**config.mk**
```make
export PLATFORM = sky130hd
export DESIGN_NAME = hsv2rgb_pipe
export DESIGN_NICKNAME = d
export VERILOG_FILES = /design/src/rtl/hsv2rgb_pipe.sv
export SDC_FILE = /design/constraint.sdc
export NUM_CORES = 1
export LEC_CHECK = 0
export ABC_AREA = 1
export ABC_CLOCK_PERIOD_IN_PS = 20500
export BUFFER_PORTS_ARGS = -buffer_cell sky130_fd_sc_hd__buf_2
export CORE_MARGIN = 8
export CORE_UTILIZATION = 45
export CTS_CLUSTER_SIZE = 16
export DETAILED_ROUTE_END_ITERATION = 6
export SKIP_LAST_GASP = 1
export SYNTH_ARGS = -nofsm -noshare
export SYNTH_HDL_FRONTEND = slang
export SYNTH_SLANG_ARGS = --single-unit
export TNS_END_PERCENT = 5
```
**constraint.sdc**
```tcl
create_clock -name clk -period 20.5 [get_ports clk]
set_input_delay 1.025 -clock clk [delete_from_list [all_inputs] [get_ports clk]]
set_output_delay 1.025 -clock clk [all_outputs]
set_load 0.1 [all_outputs]
```
**src/rtl/hsv2rgb_pipe.sv**
```systemverilog
// hsv2rgb_pipe: three-stage HSV to 8-bit RGB converter.
// Stage 1 folds hue into a 60-degree sector plus offset and forms val*sat.
// Stage 2 derives chroma, the intermediate component and the grey offset.
// Stage 3 routes the components onto r/g/b and adds the offset.
// A single global stall freezes every stage while the output is blocked.
module hsv2rgb_pipe #(
    parameter int PRECISION = 16,
    parameter int COLOR_W   = 8
) (
    input  logic                 clk,
    input  logic                 rst,
    input  logic                 in_valid,
    output logic                 in_ready,
    input  logic [PRECISION-1:0] hue,
    input  logic [COLOR_W-1:0]   sat,
    input  logic [COLOR_W-1:0]   val,
    output logic                 out_valid,
    input  logic                 out_ready,
    output logic [COLOR_W-1:0]   r,
    output logic [COLOR_W-1:0]   g,
    output logic [COLOR_W-1:0]   b
);

    localparam int PW = 2 * COLOR_W;

    // floor(q/60) as (q * 17477) >> 20. With 17477*60 = 2^20 + 44 the
    // added error is q*44/(60*2^20); for q <= 15300 that stays below 1/60,
    // so the floor never crosses an integer boundary: exact on the range.
    localparam logic [28:0] DIV60_MUL   = 29'd17477;
    localparam int          DIV60_SHIFT = 20;

    logic stall_s;

    // stage 1 state
    logic                 s1_valid_q;
    logic [2:0]           s1_sector_q, s1_sector_d;
    logic [5:0]           s1_f_q, s1_f_d;
    logic [COLOR_W-1:0]   s1_val_q;
    logic [PW-1:0]        s1_p_q, s1_p_d;

    // stage 2 state
    logic                 s2_valid_q;
    logic [2:0]           s2_sector_q;
    logic [COLOR_W-1:0]   s2_c_q, s2_c_d;
    logic [COLOR_W-1:0]   s2_x_q, s2_x_d;
    logic [COLOR_W-1:0]   s2_m_q, s2_m_d;

    // output stage state
    logic                 out_valid_q;
    logic [COLOR_W-1:0]   r_q, r_d;
    logic [COLOR_W-1:0]   g_q, g_d;
    logic [COLOR_W-1:0]   b_q, b_d;

    // stage 1/2 intermediates
    logic [PRECISION-1:0] hue_clip_s;
    logic [PRECISION-1:0] sector_base_s;
    logic [PW:0]          p_rnd_s;
    logic [PW:0]          c_sum_s;
    logic [5:0]           f_eff_s;
    logic [13:0]          q_s;
    logic [28:0]          x_prod_s;

    // Backpressure: the whole pipe freezes while the output is held.
    always_comb begin
        stall_s  = out_valid_q & ~out_ready;
        in_ready = ~stall_s;
    end

    // Stage 1: clamp hue, split into sector and offset, form val*sat.
    always_comb begin
        if (hue >= PRECISION'(360)) begin
            hue_clip_s = '0;
        end else begin
            hue_clip_s = hue;
        end

        if (hue_clip_s >= PRECISION'(300)) begin
            s1_sector_d   = 3'd5;
            sector_base_s = PRECISION'(300);
        end else if (hue_clip_s >= PRECISION'(240)) begin
            s1_sector_d   = 3'd4;
            sector_base_s = PRECISION'(240);
        end else if (hue_clip_s >= PRECISION'(180)) begin
            s1_sector_d   = 3'd3;
            sector_base_s = PRECISION'(180);
        end else if (hue_clip_s >= PRECISION'(120)) begin
            s1_sector_d   = 3'd2;
            sector_base_s = PRECISION'(120);
        end else if (hue_clip_s >= PRECISION'(60)) begin
            s1_sector_d   = 3'd1;
            sector_base_s = PRECISION'(60);
        end else begin
            s1_sector_d   = 3'd0;
            sector_base_s = '0;
        end

        s1_f_d = 6'(hue_clip_s - sector_base_s);
        s1_p_d = PW'(val) * PW'(sat);
    end

    // Stage 2: chroma = round(p/255), grey offset, and the ramp component.
    always_comb begin
        p_rnd_s = {1'b0, s1_p_q} + (PW + 1)'(128);
        c_sum_s = p_rnd_s + (p_rnd_s >> 8);
        s2_c_d  = COLOR_W'(c_sum_s >> 8);
        s2_m_d  = s1_val_q - s2_c_d;

        // odd sectors ramp down, even sectors ramp up
        if (s1_sector_q[0]) begin
            f_eff_s = 6'd60 - s1_f_q;
        end else begin
            f_eff_s = s1_f_q;
        end

        q_s      = 14'(s2_c_d) * 14'(f_eff_s);
        x_prod_s = 29'(q_s) * DIV60_MUL;
        s2_x_d   = COLOR_W'(x_prod_s >> DIV60_SHIFT);
    end

    // Stage 3: place chroma and ramp component per sector, lift by offset.
    always_comb begin
        r_d = '0;
        g_d = '0;
        b_d = '0;
        case (s2_sector_q)
            3'd0: begin r_d = s2_c_q; g_d = s2_x_q; b_d = '0;     end
            3'd1: begin r_d = s2_x_q; g_d = s2_c_q; b_d = '0;     end
            3'd2: begin r_d = '0;     g_d = s2_c_q; b_d = s2_x_q; end
            3'd3: begin r_d = '0;     g_d = s2_x_q; b_d = s2_c_q; end
            3'd4: begin r_d = s2_x_q; g_d = '0;     b_d = s2_c_q; end
            3'd5: begin r_d = s2_c_q; g_d = '0;     b_d = s2_x_q; end
            default: begin r_d = '0;  g_d = '0;     b_d = '0;     end
        endcase
        r_d = r_d + s2_m_q;
        g_d = g_d + s2_m_q;
        b_d = b_d + s2_m_q;
    end

    // Stage valid bits: cleared by reset, shifted whenever the pipe moves.
    always_ff @(posedge clk) begin
        if (rst) begin
            s1_valid_q  <= 1'b0;
            s2_valid_q  <= 1'b0;
            out_valid_q <= 1'b0;
        end else if (!stall_s) begin
            s1_valid_q  <= in_valid;
            s2_valid_q  <= s1_valid_q;
            out_valid_q <= s2_valid_q;
        end
    end

    // Stage 1/2 data registers: no reset needed, validity tracked separately.
    always_ff @(posedge clk) begin
        if (!stall_s) begin
            s1_sector_q <= s1_sector_d;
            s1_f_q      <= s1_f_d;
            s1_val_q    <= val;
            s1_p_q      <= s1_p_d;
            s2_sector_q <= s1_sector_q;
            s2_c_q      <= s2_c_d;
            s2_x_q      <= s2_x_d;
            s2_m_q      <= s2_m_d;
        end
    end

    // Output colour registers: zeroed on reset, held during a stall.
    always_ff @(posedge clk) begin
        if (rst) begin
            r_q <= '0;
            g_q <= '0;
            b_q <= '0;
        end else if (!stall_s) begin
            r_q <= r_d;
            g_q <= g_d;
            b_q <= b_d;
        end
    end

    assign out_valid = out_valid_q;
    assign r         = r_q;
    assign g         = g_q;
    assign b         = b_q;

endmodule

```
==> flow_metrics.py, run 1 <==
metrics = {
    "critical_path": {
        "slowest_stage": "fa_1",
        "cp_top_family": "adder cells",
        "start_kind": "flip-flop",
        "critPathMaxFanout": 8,
        "critPathCaptureType": "flip-flop",
        "cp_data_required_time_ns": 20.60,
        "critPathMaxStageDelay_ns": 0.55,
        "critPathKind": "reg -> reg",
        "cp.buffers_inverters": 6,
        "crit_arrival_ns": 9.66,
    },
    "sta": {
        "finalCritPeriodShare": 0.467,
        "relSlewSlack": 0.290,
        "fmax_mhz": 105,
        "skew_ns": 0.00911,
        "setup_viol": 0,
        "finalSetupTns_ns": 0,
        "final_hold_viol_count": 0,
        "final_max_slew_viol_count": 0,
        "worstMarginPinSlew_ns": 1.06,
        "rsz0062_at_grt": "no",
        "fin_crit_ns": 9.57,
    },
    "place": {
        "dpl.hpwl_um": 21000,
        "gp_congestion": 0.899,
        "placed_cells": 1720,
        "io_buffers": 61,
    },
    "synthesis": {
        "synth_area_leaders": "ha_1 (21%), edfxtp_1 (16%), fa_1 (16%), inv_1 (10%), nand2_1 (7.8%)",
        "synth_ff_type": "edfxtp_1",
        "syn_area_per_cell_sq_um": 8.14,
        "ys_warn_count": 0,
        "synthCells": 1355,
        "synth_top_area_cell": "ha_1",
        "yosysMostFrequentCell": "inv_1",
        "async_flop_share": 0,
        "synth_top_area_share": 0.208,
        "synth-seq-area-share": 0.212,
        "synth.distinct_cells": 44,
        "synth_area_sq_um": 11000,
        "syn-num-nets": 1660,
        "synth_edf_count": 60,
        "synth-seq-cells": 87,
        "yosys-top-cells-count": "inv_1 (297), nand2_1 (228), ha_1 (183), nor2_1 (96), fa_1 (86)",
    },
    "floorplanning": {
        "num_rows": 57,
        "start_util": 0.456,
        "dieArea_sq_um": 29800,
        "die_w_um": 173,
        "die_height_um": 173,
        "num_io_pins": 62,
        "core_area_sq_um": 24200,
    },
    "power": {
        "power_density_nw_per_um2": 145,
        "power.leakage_uw": 0.00679,
        "pwr-share-seq": 0.177,
        "combPwrFrac": 0.731,
        "internal-power_uw": 788,
        "switchingPower_uw": 949,
        "clkPwrFrac": 0.092,
        "swShare": 0.546,
        "ir_worst_vdd_mv": 0.0910,
    },
    "routing": {
        "wl_um": 24800,
        "drtIter0Drc": 387,
        "vias": 8808,
        "route.detailed.drc": 0,
        "drt_first_pass_iters": 5,
        "ant_nets": 0,
        "vias_per_cell": 5.07,
        "routedWlPerCell_um": 14.3,
    },
    "grt": {
        "grt_pass1_vias": 9182,
        "grt_remaining_overflow": 0,
        "grt_usage": 0.169,
        "antenna_found_initial": 0,
        "grt_pass1_wl_um": 42500,
        "grt_start_max_net_pins": 97,
    },
    "cts": {
        "ctsResizeCount": 0,
        "cts_hold_buf": 0,
        "post_cts_buffers": 0,
        "htreeDepth": 3,
        "cts_root_buf": "clkbuf_16",
        "numClockSinks": 87,
        "clk_path_buf_depth": 2,
        "cts_buffers": 9,
        "cts_tree": "yes",
        "clk_pin_slew_ns": 0.07,
        "insertion_delay_ns": 0.34,
    },
    "cells_and_area": {
        "drive_gt1_frac": 0.0722,
        "finalNetCount": 1712,
        "area_growth_syn_to_layout_pct": 8.47,
        "antenna_cells": 0,
        "fin_cells": 1736,
    },
    "flow_run": {
        "drv_cap": 0,
    },
    "min_path": {
        "min_path_type": "reg -> reg",
    },
    "run_status": {
        "status": "finished, final reports clean",
    },
}
placed cells by master, fill, tap and decap left out, drive strengths merged:
cell | Yosys | final
inv | 299 | 303
nand2 | 233 | 233
ha | 183 | 183
nor2 | 102 | 102
fa | 86 | 86
a21oi | 84 | 84
buf | 1 | 63
edfxtp | 60 | 60
o21ai | 57 | 57
xor2 | 50 | 50
nand3 | 36 | 36
dfxtp | 27 | 27
o22ai | 24 | 24
o21bai | 16 | 16
xnor2 | 11 | 11
nor3 | 11 | 11
clkbuf | 21 | 10
nand4 | 9 | 9
a21o | 8 | 8
o211ai | 6 | 6
or2 | 6 | 6
a31oi | 4 | 4
o221ai | 4 | 4
clkinv | 2 | 4
o21a | 3 | 3
o2111ai | 2 | 2
nand3b | 2 | 2
nor4 | 2 | 2
o31ai | 1 | 1
o2bb2ai | 1 | 1
a41oi | 1 | 1
xnor3 | 1 | 1
a211oi | 1 | 1
a21boi | 1 | 1
logic make-up after synthesis:
family          synth area share
simple gates               0.152
fa+ha+maj                  0.364
flops                      0.212
compound gates             0.111
xor+xnor                  0.0518
buf+inv                    0.110
state kept, by name, summed over array words and instances (netlist names):
register     count
s1_f_q           6
s2_c_q           8
out_valid        1
s2_x_q           8
s1_sector_q      3
s2_valid_q       1
s1_val_q         8
s1_valid_q       1
s1_p_q          16
s2_sector_q      3
r                8
s2_m_q           8
b                8
g                8
worst reg2reg max path: cells and delay by family, from the launching register on:
| kind | cells | cell delay (ns) |
|---|---|---|
| AOI/OAI and AO/OA | 6 | 1.04 |
| xor gates and xnor gates | 1 | 0.15 |
| adders and majority gates | 12 | 4.99 |
| buffers and inverters | 6 | 0.40 |
| DFF | 1 | 0.43 |
| and+or+nand+nor | 19 | 2.32 |
layer usage:
layer,wire (um),share of wire,track usage
met5,0,0,0
met4,495,0.020,0.0424
met3,873,0.035,0.0277
met2,12900,0.52,0.314
met1,10600,0.43,0.199
area by class of cell:
cell class / instances / area, sq um
tap: 324 / 405
timing repair buffer: 63 / 320
clock inverter: 6 / 41.3
fill: 2365 / 12200
clock buffer: 10 / 250
inverter: 301 / 1130
multi-input combinational: 945 / 7480
sequential: 87 / 2340
power by group through the flow:
| stage | combinational (uW) | sequential [uW] | clock [uW] |
|---|---|---|---|
| after floorplan | 846 | 444 | 0 |
| after global placement | 1260 | 311 | 0 |
| after detailed placement | 1270 | 311 | 0 |
| after CTS | 1280 | 309 | 164 |
| after global routing | 1450 | 314 | 170 |
| final | 1270 | 308 | 160 |
worst paths after layout:
check | startpoint | to | slack (ns) | cells after the start
worst min-delay path | s1_sector_q[2]$_SDFFCE_PP1N_ | s2_sector_q[2]$_DFFE_PN_ | 0.41 | 0
worst max-delay path | s1_p_q[7]$_DFFE_PN_ | s2_x_q[7]$_DFFE_PN_ | 10.93 | 44
worst min register to register | s1_sector_q[2]$_SDFFCE_PP1N_ | s2_sector_q[2]$_DFFE_PN_ | 0.41 | 0
worst max register to register | s1_p_q[7]$_DFFE_PN_ | s2_x_q[7]$_DFFE_PN_ | 10.93 | 44
metrics by stage:
step / instance area [sq um] / power (uW) / utilization / hold slack (ns) / worst slack [ns]
global placement: 11700 / 1570 / 0.483 / 0.403 / 11.09
global route: 12000 / 1940 / 0.495 / 0.414 / 10.13
floorplan: 11000 / 1290 / - / 0.400 / 11.61
CTS: 12000 / 1760 / 0.495 / 0.409 / 10.90
detailed placement: 11700 / 1580 / 0.483 / 0.405 / 10.92
finish: 12000 / 1740 / 0.495 / 0.408 / 10.93
Note: power is estimated with default switching activity, not from simulation.
==> run 2: changes to the inputs <==
--- a/config.mk
+++ b/config.mk
@@ -5,8 +5,8 @@
 export SDC_FILE = /design/constraint.sdc
 export NUM_CORES = 1
 export LEC_CHECK = 0
-export ABC_AREA = 1
-export ABC_CLOCK_PERIOD_IN_PS = 20500
+export ABC_AREA = 0
+export ABC_CLOCK_PERIOD_IN_PS = 7700
 export BUFFER_PORTS_ARGS = -buffer_cell sky130_fd_sc_hd__buf_2
 export CORE_MARGIN = 8
 export CORE_UTILIZATION = 45
==> constraint.sdc (replaced) <==
create_clock -name clk -period 7.7 [get_ports clk]
set_input_delay 0.385 -clock clk [delete_from_list [all_inputs] [get_ports clk]]
set_output_delay 0.385 -clock clk [all_outputs]
set_load 0.1 [all_outputs]
==> run 2 against run 1 <==
Effect of this change: the run now ends with negative setup slack left; clock skew is 0.0021 ns higher; global-route usage is 0.24 points lower; routed wire length is 6.8% lower; sequential cell count stayed put; clock power grew to 2.7 times the previous value; combinational power grew to 2.6 times the previous value; die area is 3.5% lower; hold slack worse by 0.11 ns; highest routed layer unchanged; sequential share of layout area is 1.3 points lower; fmax is 0.10% lower; largest power group unchanged; non-clock buffer count is 124 higher.
==> flow_metrics.py, run 2 <==
metrics = {
    "place": {
        "dp_slack_ns": -2.17,
        "dpl.hpwl_um": 19100,
        "io_buffers": 61,
        "gp_congestion": 0.866,
        "placed_area_sq_um": 12300,
        "placed_cells": 1614,
    },
    "cts": {
        "cts_buffers": 9,
        "clk_path_buf_depth": 2,
        "insertion_delay_ns": 0.34,
        "numClockSinks": 87,
        "cts_root_buf": "clkbuf_16",
        "clk_pin_slew_ns": 0.06,
        "htreeDepth": 3,
        "cts_tree": "yes",
    },
    "power": {
        "swShare": 0.476,
        "pwr-share-seq": 0.185,
        "internal-power_uw": 2390,
        "switchingPower_uw": 2180,
        "power.leakage_uw": 0.00655,
        "ir_worst_vdd_mv": 0.221,
        "combPwrFrac": 0.722,
        "clkPwrFrac": 0.093,
        "power_density_nw_per_um2": 356,
    },
    "floorplanning": {
        "die_height_um": 170,
        "start_util": 0.455,
        "die_w_um": 170,
        "num_io_pins": 62,
        "dieArea_sq_um": 28800,
        "core_area_sq_um": 23300,
        "num_rows": 56,
    },
    "synthesis": {
        "synth_top_area_share": 0.216,
        "async_flop_share": 0,
        "synth_area_sq_um": 10600,
        "synth-xor-area-share": 0.0588,
        "synthMuxAreaShare": 0.0160,
        "synth_top_family_by_area": "adder cells",
        "synth-seq-cells": 87,
        "synth-seq-area-share": 0.221,
        "synth.distinct_cells": 65,
        "synth-compound-area-share": 0.113,
        "yosys-top-cells-count": "ha_1 (183), inv_1 (180), nand2_1 (115), fa_1 (86), nor2_1 (78)",
        "synth_edf_count": 60,
        "synth_ff_type": "edfxtp_1",
        "yosys.area_share.simple": 0.141,
        "synthCells": 1141,
        "yosysMostFrequentCell": "ha_1",
        "synth_area_leaders": "ha_1 (22%), edfxtp_1 (17%), fa_1 (16%), inv_1 (6.4%), dfxtp_1 (5.1%)",
        "syn_area_per_cell_sq_um": 9.30,
        "syn-num-nets": 1446,
        "synth_top_area_cell": "ha_1",
        "synthAdderAreaFrac": 0.379,
        "ys_warn_count": 0,
    },
    "critical_path": {
        "critPathLaunch": "s1_p_q[8]$_DFFE_PN_",
        "r2r_cells": 40,
        "cpMostUsedCell": "fa_1",
        "critPathCaptureType": "flip-flop",
        "cp_top_family": "adder cells",
        "reg2reg_from": "s1_p_q[8]$_DFFE_PN_",
        "cp_data_required_time_ns": 7.79,
        "slowest_stage": "fa_1",
        "critPathMaxFanout": 5,
        "reg2reg_setup_slack_ns": -1.88,
        "cp.depth": 40,
        "crit_end": "s2_x_q[7]$_DFFE_PN_",
        "crit_arrival_ns": 9.67,
        "critPathMaxStageDelay_ns": 0.54,
        "start_kind": "flip-flop",
        "timing.rr.end": "s2_x_q[7]$_DFFE_PN_",
        "critPathKind": "reg -> reg",
        "cp.buffers_inverters": 7,
    },
    "routing": {
        "ant_nets": 0,
        "route.detailed.drc": 0,
        "drtIter0Drc": 280,
        "vias_per_cell": 5.02,
        "wl_um": 23100,
        "drt_first_pass_iters": 4,
        "vias": 8249,
        "routedWlPerCell_um": 14.1,
    },
    "cells_and_area": {
        "fin_cells": 1643,
        "largest_register_ffs": 16,
        "final_common_cell": "inv_1",
        "regMostFlops": "s1_p_q",
        "area_growth_syn_to_layout_pct": 21.0,
        "design_area_sq_um": 12800,
        "fillers": 2164,
        "antenna_cells": 0,
        "final_cell_mix": "inv_1 (177), ha_1 (173), buf_4 (125)",
        "drive_gt1_frac": 0.204,
        "finalNetCount": 1624,
    },
    "min_path": {
        "min_path_type": "in -> reg",
        "hold_start": "in_valid",
    },
    "grt": {
        "grt_start_max_net_pins": 83,
        "grt_pass1_wl_um": 39500,
        "grtUsageMet1": 0.205,
        "grt_pass1_vias": 8454,
        "grt-busiest-layer": "met2",
        "grt_remaining_overflow": 0,
        "antenna_found_initial": 0,
        "grt_usage": 0.167,
        "grtUsageMet3": 0.0242,
        "use_met2": 0.305,
    },
    "run_status": {
        "violations": "negative setup slack",
        "status": "complete, but fails checks",
    },
    "sta": {
        "setup_viol": 8,
        "rsz0062_at_grt": "yes",
        "fmax_mhz": 104,
        "finalCritPeriodShare": 1.24,
        "fin_crit_ns": 9.58,
        "final_max_slew_viol_count": 0,
        "skew_ns": 0.0112,
        "final_hold_viol_count": 0,
        "worstMarginPinSlew_ns": 1.10,
        "relSlewSlack": 0.266,
        "setup_slack_ns": -1.88,
    },
    "flow_run": {
        "drv_cap": 0,
    },
}
run 2: repair_timing:
action                                  CTS  global route
buffers inserted                          7             6
hold buffers                              0             0
gates resized for setup                  16            12
endpoints found under the setup margin    8             8
hold endpoints to repair                  0             0
pin swaps                                18            17
run 2: power by group through the flow:
stage               clock, uW  sequential (uW)  combinational (uW)
floorplan                   0             1190                1910
global placement            0              849                3140
detailed placement          0              853                3180
CTS                       434              847                3290
global route              452              867                3720
finish                    425              846                3300
run 2: how the worst min path moves through the flow:
stage,depth (start not counted),endpoint
2_1_floorplan,0,s2_sector_q[1]$_DFFE_PN_
3_3_place_gp,2,b[0]$_SDFFE_PP0N_
3_5_place_dp,2,r[2]$_SDFFE_PP0N_
4_1_cts,3,s1_valid_q$_SDFFE_PP0N_
5_1_grt,3,s1_valid_q$_SDFFE_PP0N_
6_report,3,s1_valid_q$_SDFFE_PP0N_
run 2: worst reg2reg max path: cells and delay by family (launching register included):
kind,cells,cell delay (ns)
adder cells (fa/ha/maj),12,4.53
AO/OA/AOI/OAI,11,2.46
AND/OR/NAND/NOR,6,0.71
buffers and inverters,7,0.63
XOR/XNOR,4,0.55
flip-flops,1,0.43
run 2: kinds of logic (layout without fill, tap and decap cells):
group	count (synthesis)	count (layout)
adder cells (fa/ha/maj)	270	270
multiplexers	17	17
AO/OA/AOI/OAI	183	183
buffers and inverters	201	384
flip-flops	87	87
XOR/XNOR	66	66
AND/OR/NAND/NOR	317	317
run 2: final cells by class:
class | instances | area [sq um] | area share
multi-input combinational | 853 | 7870 | 0.613
sequential | 87 | 2340 | 0.182
timing repair buffer | 187 | 1250 | 0.0978
inverter | 181 | 679 | 0.0529
tap | 319 | 399 | 0.0311
clock buffer | 12 | 268 | 0.0209
clock inverter | 4 | 25.0 | 0.00195
run 2: stage by stage:
stage	hold WS (ns)	total power [uW]	TNS (ns)	utilization
global route	0.292	5040	-17.40	0.550
global placement	0.435	3990	-14.73	0.527
detailed placement	0.441	4030	-16.06	0.527
CTS	0.289	4570	-14.48	0.546
finish	0.294	4570	-14.09	0.550
floorplan	0.400	3100	-14.13	-
run 2: per-layer routing:
metal  vias up  part of all wire
met5         -                 0
met4         0             0.014
met3        28             0.028
met2       120              0.50
met1      3910              0.46
li1       4191                 -
==> run 3: changes to the inputs <==
--- a/config.mk
+++ b/config.mk
@@ -7,9 +7,10 @@
 export LEC_CHECK = 0
 export ABC_AREA = 0
 export ABC_CLOCK_PERIOD_IN_PS = 7700
-export BUFFER_PORTS_ARGS = -buffer_cell sky130_fd_sc_hd__buf_2
+export BUFFER_PORTS_ARGS = -buffer_cell sky130_fd_sc_hd__buf_4
+export CORE_ASPECT_RATIO = 1.4
 export CORE_MARGIN = 8
-export CORE_UTILIZATION = 45
+export CORE_UTILIZATION = 40
 export CTS_CLUSTER_SIZE = 16
 export DETAILED_ROUTE_END_ITERATION = 6
 export SKIP_LAST_GASP = 1
==> run 3 against run 2 <==
Effect of this change: the run still ends with negative setup slack left; sequential power is essentially flat; core utilization shrank 5.6 points; final area grew 0.55%; cell count is essentially flat; first-iteration DRC count grew 17%; highest routed layer unchanged.
==> flow_metrics.py, run 3 (synthesis gave the netlist of run 2 again) <==
metrics = {
    "floorplanning": {
        "num_io_pins": 62,
        "num_rows": 70,
        "start_util": 0.407,
        "die_w_um": 154,
        "core_area_sq_um": 26100,
        "dieArea_sq_um": 32100,
        "die_height_um": 209,
    },
    "sta": {
        "finalCritPeriodShare": 1.25,
        "relSlewSlack": 0.306,
        "rsz0062_at_grt": "yes",
        "worstMarginPinSlew_ns": 1.04,
        "final_max_slew_viol_count": 0,
        "fin_crit_ns": 9.59,
        "setup_slack_ns": -1.89,
        "setup_viol": 8,
        "skew_ns": 0.00898,
        "holdWs_ns": 0.282,
        "final_hold_viol_count": 0,
        "fmax_mhz": 104,
    },
    "critical_path": {
        "reg2reg_setup_slack_ns": -1.89,
        "crit_arrival_ns": 9.69,
        "timing.rr.end": "s2_x_q[7]$_DFFE_PN_",
        "cp.buffers_inverters": 5,
        "r2r_cells": 38,
        "cp_top_family": "adder cells",
        "critPathKind": "reg -> reg",
        "start_kind": "flip-flop",
        "critPathMaxFanout": 6,
        "cp_data_required_time_ns": 7.80,
        "cpMostUsedCell": "fa_1",
        "slowest_stage": "fa_1",
        "reg2reg_from": "s1_p_q[7]$_DFFE_PN_",
        "critPathCaptureType": "flip-flop",
        "critPathMaxStageDelay_ns": 0.50,
    },
    "cells_and_area": {
        "antenna_cells": 0,
        "largest_register_ffs": 16,
        "regMostFlops": "s1_p_q",
        "drive_gt1_frac": 0.196,
        "final_util": 0.494,
        "final_common_cell": "buf_4",
        "finalNetCount": 1620,
        "area_growth_syn_to_layout_pct": 21.6,
        "final_cell_mix": "buf_4 (182), inv_1 (177), ha_1 (174)",
    },
    "routing": {
        "vias": 8209,
        "routedWlPerCell_um": 14.1,
        "ant_nets": 0,
        "wl_um": 23200,
        "drtIter0Drc": 328,
        "drt_first_pass_iters": 4,
        "vias_per_cell": 4.99,
        "route.detailed.drc": 0,
    },
    "grt": {
        "grt_remaining_overflow": 0,
        "grt_pass1_vias": 8728,
        "grt_pass1_wl_um": 40400,
        "grt_usage": 0.152,
        "antenna_found_initial": 0,
        "grt_start_max_net_pins": 62,
    },
    "place": {
        "dp_slack_ns": -2.33,
        "io_buffers": 61,
        "dpl.hpwl_um": 20100,
        "gp_congestion": 0.865,
    },
    "run_status": {
        "violations": "negative setup slack",
        "status": "complete, but fails checks",
    },
    "power": {
        "power_density_nw_per_um2": 353,
        "power.leakage_uw": 0.00656,
        "total_power_uw": 4560,
        "ir_worst_vdd_mv": 0.144,
    },
    "cts": {
        "clk_path_buf_depth": 2,
        "cts_buffers": 9,
        "htreeDepth": 3,
        "numClockSinks": 87,
        "cts_tree": "yes",
        "insertion_delay_ns": 0.35,
        "cts_root_buf": "clkbuf_16",
        "clk_pin_slew_ns": 0.07,
        "cts_hold_buf": 0,
    },
    "min_path": {
        "min_path_type": "in -> reg",
        "whs_path_depth": 3,
        "hold_start": "in_valid",
        "hold_path_end": "s1_valid_q$_SDFFE_PP0N_",
    },
    "flow_run": {
        "drv_cap": 0,
    },
}
[run 3: cell count changes in the layout (fill, tap and decap cells not counted), sizes merged]
cell / previous run / this run
clkbuf: 12 / 10
clkinvlp: 0 / 2
buf: 187 / 183
[run 3: worst reg2reg max path: cells and delay by family, from the launching register on]
kind            cells  cell delay [ns]
buf+inv             5             0.40
flops               1             0.43
simple gates        6             0.96
xor+xnor            3             0.42
fa+ha+maj          12             4.43
compound gates     12             2.71
[run 3: worst max-delay path by stage]
stage	startpoint	end	depth (start not counted)
after floorplan	s1_p_q[9]$_DFFE_PN_	s2_x_q[7]$_DFFE_PN_	39
after global placement	s1_p_q[10]$_DFFE_PN_	s2_x_q[7]$_DFFE_PN_	39
after detailed placement	s1_p_q[10]$_DFFE_PN_	s2_x_q[4]$_DFFE_PN_	40
after CTS	s1_p_q[11]$_DFFE_PN_	s2_x_q[7]$_DFFE_PN_	41
after global routing	s1_p_q[11]$_DFFE_PN_	s2_x_q[7]$_DFFE_PN_	41
final	s1_p_q[7]$_DFFE_PN_	s2_x_q[7]$_DFFE_PN_	38
[run 3: per-layer routing]
layer | global-route usage | routed length [um] | vias up
li1 | - | - | 4177
met1 | 0.161 | 9270 | 3892
met2 | 0.294 | 12700 | 102
met3 | 0.0151 | 437 | 38
met4 | 0.0685 | 838 | 0
met5 | 0 | 0 | -
[run 3: area by class of cell]
class	count	area, sq um
Sequential cell	87	2340
Multi-Input combinational cell	853	7830
Fill cell	2489	13200
Tap cell	324	405
Clock buffer	10	229
Clock inverter	6	46.3
Inverter	181	679
Timing Repair Buffer	183	1380
[run 3: per-stage QoR]
step	TNS [ns]	instances	instance area, sq um
floorplan	-14.13	1141	10800
global placement	-16.58	1627	12500
detailed placement	-17.83	1627	12500
CTS	-14.59	1644	12900
global route	-18.08	1644	12900
finish	-14.15	1644	12900
[run 3: what timing repair did]
action,CTS,global route
resized for setup,20,1
endpoints found under the setup margin,8,8
setup buffers,1,0
hold endpoints to repair,0,0
pin swaps,10,5
[run 3: where the power goes]
group	leakage [uW]	internal [uW]	switching, uW	total [uW]
combinational	0.00554	1430	1880	3310
clock	0.000129	221	185	406
sequential	0.000891	723	123	845
total	0.00656	2370	2190	4560
